===== src/rtl/led_mux_pkg.sv =====
// +----------------------------------------------------------------------------+
// | led_mux_pkg                                                                |
// | Shared colour indices, duty type and default geometry for the LED mux.     |
// | Revision: 1.0                                                              |
// +----------------------------------------------------------------------------+
`default_nettype none

package led_mux_pkg;

  localparam int COL_R = 2;
  localparam int COL_G = 1;
  localparam int COL_B = 0;

  localparam int DEF_N_LED    = 7;
  localparam int DEF_PWM_BITS = 8;

  typedef logic [3*DEF_PWM_BITS-1:0] rgb_duty_t;

endpackage

`default_nettype wire


===== src/rtl/led_pwm_timebase.sv =====
// +----------------------------------------------------------------------------+
// | led_pwm_timebase                                                           |
// | Prescaler, PWM counter and slot counter with frame-boundary strobe.        |
// | Revision: 1.0                                                              |
// +----------------------------------------------------------------------------+
`default_nettype none

module led_pwm_timebase
  import led_mux_pkg::*;
#(
  parameter int N_LED    = DEF_N_LED,
  parameter int PWM_BITS = DEF_PWM_BITS,
  parameter int PRESCALE = 15,
  parameter int BLANK    = 4,
  localparam int SLOT_W  = (N_LED > 1) ? $clog2(N_LED) : 1
) (
  input  logic                clk30,
  input  logic                rst_n,
  output logic                tick,
  output logic [PWM_BITS-1:0] pwm_cnt,
  output logic [SLOT_W-1:0]   slot,
  output logic                fb,
  output logic                vis
);

  localparam int                PRE_W       = (PRESCALE > 1) ? $clog2(PRESCALE) : 1;
  localparam logic [PRE_W-1:0]  c_pre_last  = PRE_W'(PRESCALE - 1);
  localparam logic [PWM_BITS-1:0] c_pwm_last = '1;
  localparam logic [SLOT_W-1:0] c_slot_last = SLOT_W'(N_LED - 1);
  localparam logic [PWM_BITS:0] c_vis_lim   = (PWM_BITS+1)'((1 << PWM_BITS) - BLANK);

  logic [PRE_W-1:0]    r_pre;
  logic [PWM_BITS-1:0] r_pwm;
  logic [SLOT_W-1:0]   r_slot;

  assign tick    = (r_pre == c_pre_last);
  assign fb      = tick && (r_pwm == c_pwm_last) && (r_slot == c_slot_last);
  assign vis     = ({1'b0, r_pwm} < c_vis_lim);
  assign pwm_cnt = r_pwm;
  assign slot    = r_slot;

  always_ff @(posedge clk30 or negedge rst_n) begin
    if (!rst_n) begin
      r_pre  <= '0;
      r_pwm  <= '0;
      r_slot <= '0;
    end else begin
      r_pre <= tick ? '0 : r_pre + 1'b1;
      if (tick) begin
        r_pwm <= r_pwm + 1'b1;
        // slot is bounded explicitly so it never reaches N_LED
        if (r_pwm == c_pwm_last) begin
          r_slot <= (r_slot == c_slot_last) ? '0 : r_slot + 1'b1;
        end
      end
    end
  end

endmodule

`default_nettype wire


===== src/rtl/led_rgb_mux_driver.sv =====
// +----------------------------------------------------------------------------+
// | led_rgb_mux_driver                                                         |
// | Scanned, PWM-dimmed RGB matrix driver with double-buffered colour store.   |
// | Revision: 1.0                                                              |
// +----------------------------------------------------------------------------+
`default_nettype none

module led_rgb_mux_driver
  import led_mux_pkg::*;
#(
  parameter int N_LED        = DEF_N_LED,
  parameter int PWM_BITS     = DEF_PWM_BITS,
  parameter int PRESCALE     = 15,
  parameter int BLANK        = 4,
  parameter int A_ACTIVE_LOW = 0,
  parameter int B_ACTIVE_LOW = 0
) (
  input  logic                  clk30,
  input  logic                  rst_n,
  input  logic                  wr_valid,
  output logic                  wr_ready,
  input  logic [2:0]            wr_addr,
  input  logic [3*PWM_BITS-1:0] wr_data,
  output logic [N_LED-1:0]      led_rgb_multiplex_a,
  output logic [2:0]            led_rgb_multiplex_b,
  output logic                  frame_start
);

  localparam int                 SLOT_W    = (N_LED > 1) ? $clog2(N_LED) : 1;
  localparam logic [N_LED-1:0]   c_a_inact = (A_ACTIVE_LOW != 0) ? '1 : '0;
  localparam logic [2:0]         c_b_inact = (B_ACTIVE_LOW != 0) ? '1 : '0;

  logic                  w_tick;
  logic [PWM_BITS-1:0]   w_pwm;
  logic [SLOT_W-1:0]     w_slot;
  logic                  w_fb;
  logic                  w_vis;
  logic                  w_copy;
  logic                  w_we;
  logic [3*PWM_BITS-1:0] w_duty;
  logic [N_LED-1:0]      w_a_raw;
  logic [2:0]            w_b_raw;

  logic [3*PWM_BITS-1:0] r_shadow [N_LED];
  logic [3*PWM_BITS-1:0] r_active [N_LED];

  led_pwm_timebase #(
    .N_LED    (N_LED),
    .PWM_BITS (PWM_BITS),
    .PRESCALE (PRESCALE),
    .BLANK    (BLANK)
  ) u_timebase (
    .clk30   (clk30),
    .rst_n   (rst_n),
    .tick    (w_tick),
    .pwm_cnt (w_pwm),
    .slot    (w_slot),
    .fb      (w_fb),
    .vis     (w_vis)
  );

  // Blocking writes during the copy cycle keeps shadow and active coherent.
  assign wr_ready = !w_fb;
  assign w_copy   = w_tick && w_fb;
  assign w_we     = wr_valid && wr_ready && (32'(wr_addr) < N_LED);
  assign w_duty   = r_active[w_slot];

  always_ff @(posedge clk30 or negedge rst_n) begin
    if (!rst_n) begin
      for (int i = 0; i < N_LED; i++) begin
        r_shadow[i] <= '0;
        r_active[i] <= '0;
      end
    end else begin
      for (int i = 0; i < N_LED; i++) begin
        if (w_we && (32'(wr_addr) == i)) r_shadow[i] <= wr_data;
        if (w_copy)                      r_active[i] <= r_shadow[i];
      end
    end
  end

  always_comb begin
    w_a_raw = '0;
    w_b_raw = '0;
    for (int i = 0; i < N_LED; i++) begin
      w_a_raw[i] = w_vis && (32'(w_slot) == i);
    end
    w_b_raw[COL_R] = w_vis && (w_pwm < w_duty[COL_R*PWM_BITS +: PWM_BITS]);
    w_b_raw[COL_G] = w_vis && (w_pwm < w_duty[COL_G*PWM_BITS +: PWM_BITS]);
    w_b_raw[COL_B] = w_vis && (w_pwm < w_duty[COL_B*PWM_BITS +: PWM_BITS]);
  end

  // The inactive level doubles as the polarity mask.
  always_ff @(posedge clk30 or negedge rst_n) begin
    if (!rst_n) begin
      led_rgb_multiplex_a <= c_a_inact;
      led_rgb_multiplex_b <= c_b_inact;
      frame_start         <= 1'b0;
    end else begin
      led_rgb_multiplex_a <= w_a_raw ^ c_a_inact;
      led_rgb_multiplex_b <= w_b_raw ^ c_b_inact;
      frame_start         <= w_copy;
    end
  end

endmodule

`default_nettype wire


===== config.mk =====
export PLATFORM = sky130hd
export DESIGN_NAME = led_rgb_mux_driver
export DESIGN_NICKNAME = d
export VERILOG_FILES = /design/src/rtl/led_mux_pkg.sv /design/src/rtl/led_pwm_timebase.sv /design/src/rtl/led_rgb_mux_driver.sv
export SDC_FILE = /design/constraint.sdc
export NUM_CORES = 1
export LEC_CHECK = 0
export ABC_AREA = 1
export CELL_PAD_IN_SITES_DETAIL_PLACEMENT = 0
export CELL_PAD_IN_SITES_GLOBAL_PLACEMENT = 2
export CORE_MARGIN = 3
export CORE_UTILIZATION = 35
export CTS_BUF_LIST = sky130_fd_sc_hd__clkbuf_16
export DETAILED_ROUTE_END_ITERATION = 8
export GPL_ROUTABILITY_DRIVEN = 0
export PLACE_DENSITY = 0.82
export SLEW_MARGIN = 25
export SYNTH_ARGS = -nofsm -noshare
export SYNTH_HDL_FRONTEND = slang
export SYNTH_SLANG_ARGS = --single-unit

===== constraint.sdc =====
create_clock -name clk30 -period 2.35 [get_ports clk30]
set_clock_uncertainty 0.2 [all_clocks]
set_input_delay 0.47 -clock clk30 [delete_from_list [all_inputs] [get_ports clk30]]
set_output_delay 0.47 -clock clk30 [all_outputs]
set_load 0.02 [all_outputs]

==> summary.json, run 1 <==
{
  "outcome": "finished with violations",
  "failed_checks": "negative setup slack",
  "report.final.setup_viol": 2,
  "peakVddDrop_uv": 467,
  "grt_setup_unrepaired": "true",
  "io_pins": 42,
  "clock_sink_count": 362,
  "globalRouteTotalUtil_pct": 18.9,
  "worst_skew_pair.late_latency_ps": 550,
  "critical_path_max_stage_delay_ps": 360,
  "required_time_at_the_worst_slack_endpoint_ps": 1680,
  "grt_pass1_vias": 11500,
  "h_tree_depth_reported_by_cts": 2,
  "synthDistinctLibCells": 36,
  "yosysSeqAreaShare_pct": 60.1,
  "vias_per_cell": 4.94,
  "power_leakage_nw": 9.43,
  "yosysWarningCount": 0,
  "timing.final.crit_period_ps": 2440,
  "floorplan.rows": 75,
  "final_max_slew_viol_count": 0,
  "edff_count_synth": 0,
  "synth.top_cells.by_count": "749 x nand2_1, 362 x dfrtp_1, 145 x o21ai_0, 74 x inv_1, 64 x o21ai_1",
  "highest_layer": "met4",
  "syn_to_final_growth_pct": 22.8,
  "path_cells": "nand2_2 -> nor3_4 -> inv_1 -> nor2_2 -> nand2_2 -> nor2_4 -> inv_2 -> buf_6",
  "tritoncts": "yes",
  "power.total_mw": 14.1,
  "cts_root_buf": "clkbuf_16",
  "drtPass1Iterations": 6,
  "critical_path_maximum_fanout": 2,
  "critPathArrivalTime_ps": 1770,
  "post_detailed_route_drc_marker_count": 0,
  "fp.dieArea_mm2": 0.0456,
  "detailroute.via_count": 11500,
  "initial_utilization_pct": 35.7,
  "ys_seq_elements": 362,
  "timing_worst_slew_pin_value_ps": 473,
  "final.period_utilization_pct": 104,
  "hold_viol_final": 0,
  "path_clk_slew_ps": 60,
  "clk_path_buf_depth": 3,
  "layout-drive-gt1-share_pct": 13.5,
  "mappedNetlistNets": 1729,
  "timing_worst_setup_path_type": "flop to primary output",
  "syn-mean-instance-area_um2": 8.99,
  "worstSetupStartpointType": "flop",
  "synth_top_cell_area_share_pct": 60.1,
  "dp.final_hpwl_um": 26200,
  "wl_met2_um": 19600,
  "hold_wc_path_type": "input pin to asynchronous set/reset pin",
  "dieHeight_um": 214,
  "ys_async_sr_fraction_pct": 100,
  "num_antenna_cells": 0,
  "finalWirelength_um": 42900,
  "finalWorstSetupSlack_ps": -94.9,
  "grt_first_pass_wirelength_um": 66800,
  "antenna_violations_before_repair": 0,
  "core_mm2": 0.0422,
  "grt_max_degree": 77,
  "final.hold.worst_slack_ps": 257,
  "cts_buffers": 41,
  "maxClockFrequency_mhz": 409,
  "layout.nets": 1826,
  "place.port_buffers": 41,
  "yosys.cell_count.top_type": "nand2_1",
  "ant_nets": 0,
  "drt_first_iter_violations": 793,
  "setup_total_negative_slack_ps": -98.2,
  "globalRouteOverflowTotal": 0,
  "detail_route.wirelength.met1_um": 21200,
  "worst_path_most_repeated_cell": "nand2_2",
  "met3RoutedLength_um": 1600,
  "max_transition_margin_pct": 68.3,
  "power_per_cell_area_mw_per_mm2": 761,
  "cpMaxStageDelayCell": "dfrtp_1",
  "synth_area_leader_cell": "dfrtp_1",
  "die_w_um": 214,
  "synth_area_leaders": "dfrtp_1 60%, nand2_1 19%, o21ai_0 4.8%, o21ai_1 2.1%, ha_1 1.9%",
  "wl_per_cell_um": 18.4,
  "netlist_area_mm2": 0.0151,
  "max_cap_viol_count": 0,
  "main_synth_ff_type": "dfrtp_1",
  "synth_cells": 1676,
  "cp-end-kind": "primary output"
}
[area by class of cell]
class / instances / area (um^2)
Fill cell: 4174 / 23700
Sequential cell: 362 / 9060
Multi-Input combinational cell: 1143 / 5500
Timing Repair Buffer: 146 / 1680
Clock buffer: 43 / 1080
Tap cell: 539 / 674
Inverter: 79 / 307
Clock inverter: 26 / 213
[state kept, by name, indices dropped and copies added (netlist names)]
signal               count
u_timebase.r_pre         4
frame_start              1
led_rgb_multiplex_a      7
led_rgb_multiplex_b      3
u_timebase.pwm_cnt       8
r_shadow               168
u_timebase.slot          3
r_active               168
[final timing paths]
| kind | start | to | slack, ps | depth (start not counted) |
|---|---|---|---|---|
| max in group asynchronous | rst_n | r_active[164] | 930 | 3 |
| setup / recovery | u_timebase.pwm_cnt[4] | wr_ready | -90 | 8 |
| hold / removal | rst_n | r_shadow[7] | 260 | 2 |
| setup reg to reg | u_timebase.slot[0] | led_rgb_multiplex_b[1] | 0 | 12 |
| min in group clk30 | r_active[18] | r_active[18] | 270 | 2 |
| hold reg to reg | r_active[18] | r_active[18] | 270 | 2 |
[cells by family after synthesis]
family                   count (synthesis)  share of synthesized area, %
AO/OA/AOI/OAI                          288                          10.6
XOR/XNOR                                 8                         0.465
adder cells (fa/ha/maj)                 23                          1.91
buffers and inverters                  171                          5.30
flip-flops                             362                          60.1
AND/OR/NAND/NOR                        824                          21.6
[report_power, final]
group / total [mW] / internal [mW] / switching, mW
logic: 0.809 / 0.323 / 0.485
clock network: 6.23 / 3.71 / 2.51
registers: 7.06 / 6.78 / 0.281
[per-stage QoR]
stage / setup slack [ps] / instances / area, um^2 / util [%]
2_1_floorplan: 8.51 / 1676 / 15100 / -
3_3_place_gp: -149 / 2245 / 16600 / 39.3
3_5_place_dp: -168 / 2245 / 16600 / 39.3
4_1_cts: -111 / 2320 / 18000 / 42.7
5_1_grt: -199 / 2338 / 18500 / 43.8
6_report: -94.9 / 2338 / 18500 / 43.8
[routing by layer]
metal / up-vias / GRT usage (%)
met2: 190 / 29.7
met1: 5741 / 27.8
met4: 0 / 3.87
met3: 42 / 2.91
met5: - / 0
li1: 5576 / -
[timing repair]
| action | CTS | global route |
|---|---|---|
| hold buffers | 1 | 0 |
| hold endpoints to repair | 33 | 0 |
| pin swaps | 9 | 42 |
| gates cloned | 0 | 5 |
| buffers inserted | 5 | 14 |
| endpoints found under the setup margin | 5 | 62 |
| resized for setup | 30 | 73 |
[worst max-delay path, delay by kind of cell (launching register included)]
| kind | cells | cell delay (ps) |
|---|---|---|
| buffers and inverters | 3 | 250 |
| flip-flops | 1 | 360 |
| AND/OR/NAND/NOR | 5 | 610 |
[placed cells by master (no fill, tap or decap), types with 4 or more instances in the layout]
cell and instances:
nand4_1 4, clkinv_2 4, o22ai_1 10, o21ai_2 7
nand2_1 741, nand3_2 5, xor2_1 7, o21ai_1 68
clkbuf_16 48, inv_2 6, nor3_1 7, bufinv_16 4
dfrtp_1 360, clkinv_1 6, buf_6 12, ha_1 21
a221oi_2 6, nor2_4 5, a21oi_2 9, a22oi_2 11
nand2_2 11, a221oi_1 8, inv_1 81, buf_12 26
nand3_1 21, o21ai_0 134, nor2_1 17, a21oi_1 12
clkdlybuf4s50_1 38, buf_4 60, a22oi_1 9
(Power assumes the default switching activity.)
==> run 2: changes to the inputs <==
ABC_AREA = not set   (was 1)
CORE_UTILIZATION = 38   (was 35)
==> run 2 against run 1 <==
  * Hold slack worse by 28 ps
  * Worst setup slack lost 200 ps
  * The run still ends with negative setup slack left
  * Largest cell class unchanged
  * Highest routed layer unchanged
  * Non-clock buffer count grew 46
==> summary.json, run 2 <==
{
  "cts_buffers": {"value": 40, "change": "-2.4%"},
  "timing_worst_setup_path_type": "flop to flop",
  "ys_async_sr_fraction": {"value": 100, "unit": "%", "change": "unchanged"},
  "failed_checks": "negative setup slack",
  "required_time_at_the_worst_slack_endpoint": {"value": 2550, "unit": "ps", "change": "+870 ps"},
  "tritoncts": "yes",
  "dp.final_hpwl": {"value": 23400, "unit": "um", "change": "-11%"},
  "max_transition_margin": {"value": 65.1, "unit": "%", "change": "-3.1 points"},
  "ys_seq_elements": {"value": 362, "change": "unchanged"},
  "fillerInstances": {"value": 3538, "change": "-15%"},
  "yosysSeqAreaShare": {"value": 58.9, "unit": "%", "change": "-1.2 points"},
  "power.total": {"value": 14.5, "unit": "mW", "change": "+2.8%"},
  "dieHeight": {"value": 207, "unit": "um", "change": "-3.0%"},
  "synth_area_leader_cell": "dfrtp_1",
  "path_clk_slew": {"value": 60, "unit": "ps", "change": "about the same"},
  "r2r-start": "u_timebase.slot[1]",
  "reg2reg_setup_slack": {"value": -300, "unit": "ps", "change": "-300 ps"},
  "crit_start": "u_timebase.slot[1]",
  "vias_per_cell": {"value": 5.19, "change": "+5.0%"},
  "synthDistinctLibCells": {"value": 39, "change": "+8.3%"},
  "netlist_area": {"value": 0.0154, "unit": "mm^2", "change": "+2.0%"},
  "peakVddDrop": {"value": 396, "unit": "uV", "change": "-15%"},
  "grt_max_degree": {"value": 71, "change": "-7.8%"},
  "worstSetupStartpointType": "flop",
  "report.final.setup_viol": {"value": 172, "change": "+170"},
  "ant_nets": {"value": 0, "change": "unchanged"},
  "synth_area_leaders": "dfrtp_1 59%, nand2_1 13%, mux2_2 12%, mux4_2 3.5%, mux2_4 2.0%",
  "finalWirelength": {"value": 44300, "unit": "um", "change": "+3.1%"},
  "cts_root_buf": "clkbuf_16",
  "worst_skew_pair.late_latency": {"value": 530, "unit": "ps", "change": "-20 ps"},
  "synth_cells": {"value": 1334, "change": "-20%"},
  "power_per_cell_area": {"value": 722, "unit": "mW/mm^2", "change": "-5.2%"},
  "most-common-layout-cells": "519 x nand2_1, 360 x dfrtp_1, 113 x mux2_4",
  "synth.top_cells.by_count": "519 x nand2_1, 362 x dfrtp_1, 160 x mux2_2, 51 x clkbuf_1, 31 x o21ai_0",
  "clk_path_buf_depth": {"value": 3, "change": "unchanged"},
  "crit_buf_inv": {"value": 3, "change": "unchanged"},
  "power_leakage": {"value": 10.0, "unit": "nW", "change": "+6.4%"},
  "final_max_slew_viol_count": {"value": 0, "change": "unchanged"},
  "critical_path_maximum_fanout": {"value": 10, "change": "+8"},
  "timing_worst_slew_pin_value": {"value": 523, "unit": "ps", "change": "+50.2 ps"},
  "placement.setup.worst_slack": {"value": -420, "unit": "ps", "change": "-252 ps"},
  "h_tree_depth_reported_by_cts": {"value": 2, "change": "unchanged"},
  "drtPass1Iterations": {"value": 7, "change": "+1"},
  "cp_num_cells": {"value": 7, "change": "-1"},
  "post_detailed_route_drc_marker_count": {"value": 0, "change": "unchanged"},
  "fp.dieArea": {"value": 0.0429, "unit": "mm^2", "change": "-5.9%"},
  "grt_pass1_vias": {"value": 11000, "change": "-3.5%"},
  "critical_path_max_stage_delay": {"value": 600, "unit": "ps", "change": "+240 ps"},
  "yosysWarningCount": {"value": 0, "change": "unchanged"},
  "syn-mean-instance-area": {"value": 11.5, "unit": "um^2", "change": "+28%"},
  "drt_first_iter_violations": {"value": 726, "change": "-8.4%"},
  "timing.final.crit_period": {"value": 2650, "unit": "ps", "change": "+204 ps"},
  "layout.nets": {"value": 1545, "change": "-15%"},
  "initial_utilization": {"value": 38.6, "unit": "%", "change": "+2.9 points"},
  "globalRouteOverflowTotal": {"value": 0, "change": "unchanged"},
  "io_pins": {"value": 42, "change": "unchanged"},
  "num_antenna_cells": {"value": 0, "change": "unchanged"},
  "die_w": {"value": 207, "unit": "um", "change": "-3.0%"},
  "grt_first_pass_wirelength": {"value": 67100, "unit": "um", "change": "+0.47%"},
  "critPathTopFamily": "simple AND/OR/NAND/NOR gates",
  "crit_end": "r_shadow[128]",
  "yosys.cell_count.top_type": "nand2_1",
  "clock_sink_count": {"value": 362, "change": "unchanged"},
  "main_synth_ff_type": "dfrtp_1",
  "reg2regPathDepth": {"value": 7, "change": "-5"},
  "wl_per_cell": {"value": 21.6, "unit": "um", "change": "+18%"},
  "core": {"value": 0.0398, "unit": "mm^2", "change": "-5.7%"},
  "critPathArrivalTime": {"value": 2850, "unit": "ps", "change": "+1080 ps"},
  "final-seq-area": {"value": 0.00906, "unit": "mm^2", "change": "unchanged"},
  "globalRouteTotalUtil": {"value": 20.0, "unit": "%", "change": "+1.1 points"},
  "edff_count_synth": {"value": 0, "change": "unchanged"},
  "layout-drive-gt1-share": {"value": 30.0, "unit": "%", "change": "+17 points"},
  "outcome": "finished with violations",
  "grt_setup_unrepaired": "true",
  "mappedNetlistNets": {"value": 1387, "change": "-20%"},
  "maxClockFrequency": {"value": 378, "unit": "MHz", "change": "-7.7%"},
  "antenna_violations_before_repair": {"value": 0, "change": "unchanged"},
  "synth_top_cell_area_share": {"value": 58.9, "unit": "%", "change": "-1.2 points"},
  "cpMaxStageDelayCell": "or4b_4",
  "final.period_utilization": {"value": 113, "unit": "%", "change": "+8.7 points"},
  "syn_to_final_growth_pct": 30.6,
  "hold_wc_path_type": "input pin to asynchronous set/reset pin",
  "detailroute.via_count": {"value": 10600, "change": "-8.2%"},
  "hold_viol_final": {"value": 0, "change": "unchanged"},
  "place.port_buffers": {"value": 41, "change": "unchanged"},
  "cp-end-kind": "flop",
  "worstReg2RegEnd": "r_shadow[128]",
  "path_cells": "buf_4 -> clkbuf_16 -> and4b_1 -> and4_4 -> or4b_4 -> buf_12 -> mux2_4",
  "floorplan.rows": {"value": 73, "change": "-2.7%"},
  "max_cap_viol_count": {"value": 0, "change": "unchanged"},
  "final_common_cell": "nand2_1",
  "multiInputGateArea": {"value": 0.00646, "unit": "mm^2", "change": "+18%"},
  "finalWorstSetupSlack": {"value": -299, "unit": "ps", "change": "-204 ps"}
}
-- run 2: changes by cell type after synthesis, sizes merged, moves of 35 or more --
cell | before | now
mux2 | 0 | 194
buf | 60 | 25
nand2 | 753 | 519
o21ai | 209 | 31
inv | 79 | 4
-- run 2: how the worst min path moves through the flow --
stage,start,endpoint,depth (start not counted)
floorplan,rst_n,frame_start,0
global placement,rst_n,r_active[83],1
detailed placement,rst_n,r_shadow[109],1
CTS,rst_n,r_shadow[111],2
global route,rst_n,r_shadow[135],2
finish,rst_n,r_shadow[111],2
-- run 2: repair_timing --
item,in CTS,in global routing
hold buffers,1,0
setup endpoints to repair,223,310
gates resized for setup,148,12
hold endpoints to repair,36,0
setup buffers,24,17
pin swaps,24,15
gates cloned,18,8
-- run 2: area by class of cell --
type	count	area share [%]
Tap cell	525	3.27
Multi-Input combinational cell	891	32.2
Inverter	5	0.118
Sequential cell	362	45.1
Timing Repair Buffer	192	13.2
Clock buffer	41	5.11
Clock inverter	29	1.02
-- run 2: power by group --
group          total (mW)  switching [mW]  internal [mW]
Clock                5.97            2.50           3.47
Sequential           7.22           0.347           6.87
Combinational        1.30           0.436          0.862
Total                14.5            3.28           11.2
-- run 2: metal layers --
metal	wire (um)	GRT usage (%)
met1	20000	27.7
met2	21000	32.9
met3	1920	3.17
met4	1370	5.41
met5	0	0
-- run 2: stage by stage --
step,utilization (%),TNS (ps),instances,cell area [um^2],hold slack [ps]
6_report,50.4,-29400,2045,20100,229
5_1_grt,50.4,-35060,2045,20100,240
4_1_cts,49.4,-14710,2021,19700,221
3_5_place_dp,43.1,-29410,1908,17200,204
3_3_place_gp,43.1,-25230,1908,17200,201
2_1_floorplan,-,-2670,1334,15600,-25.6
-- run 2: cell families after synthesis --
kind of cell,count (synthesis),share of synthesized area [%]
flops,362,58.9
mux,218,18.2
xor+xnor,8,0.456
fa+ha+maj,23,1.87
buf+inv,81,2.34
simple gates,571,14.9
compound gates,71,3.31
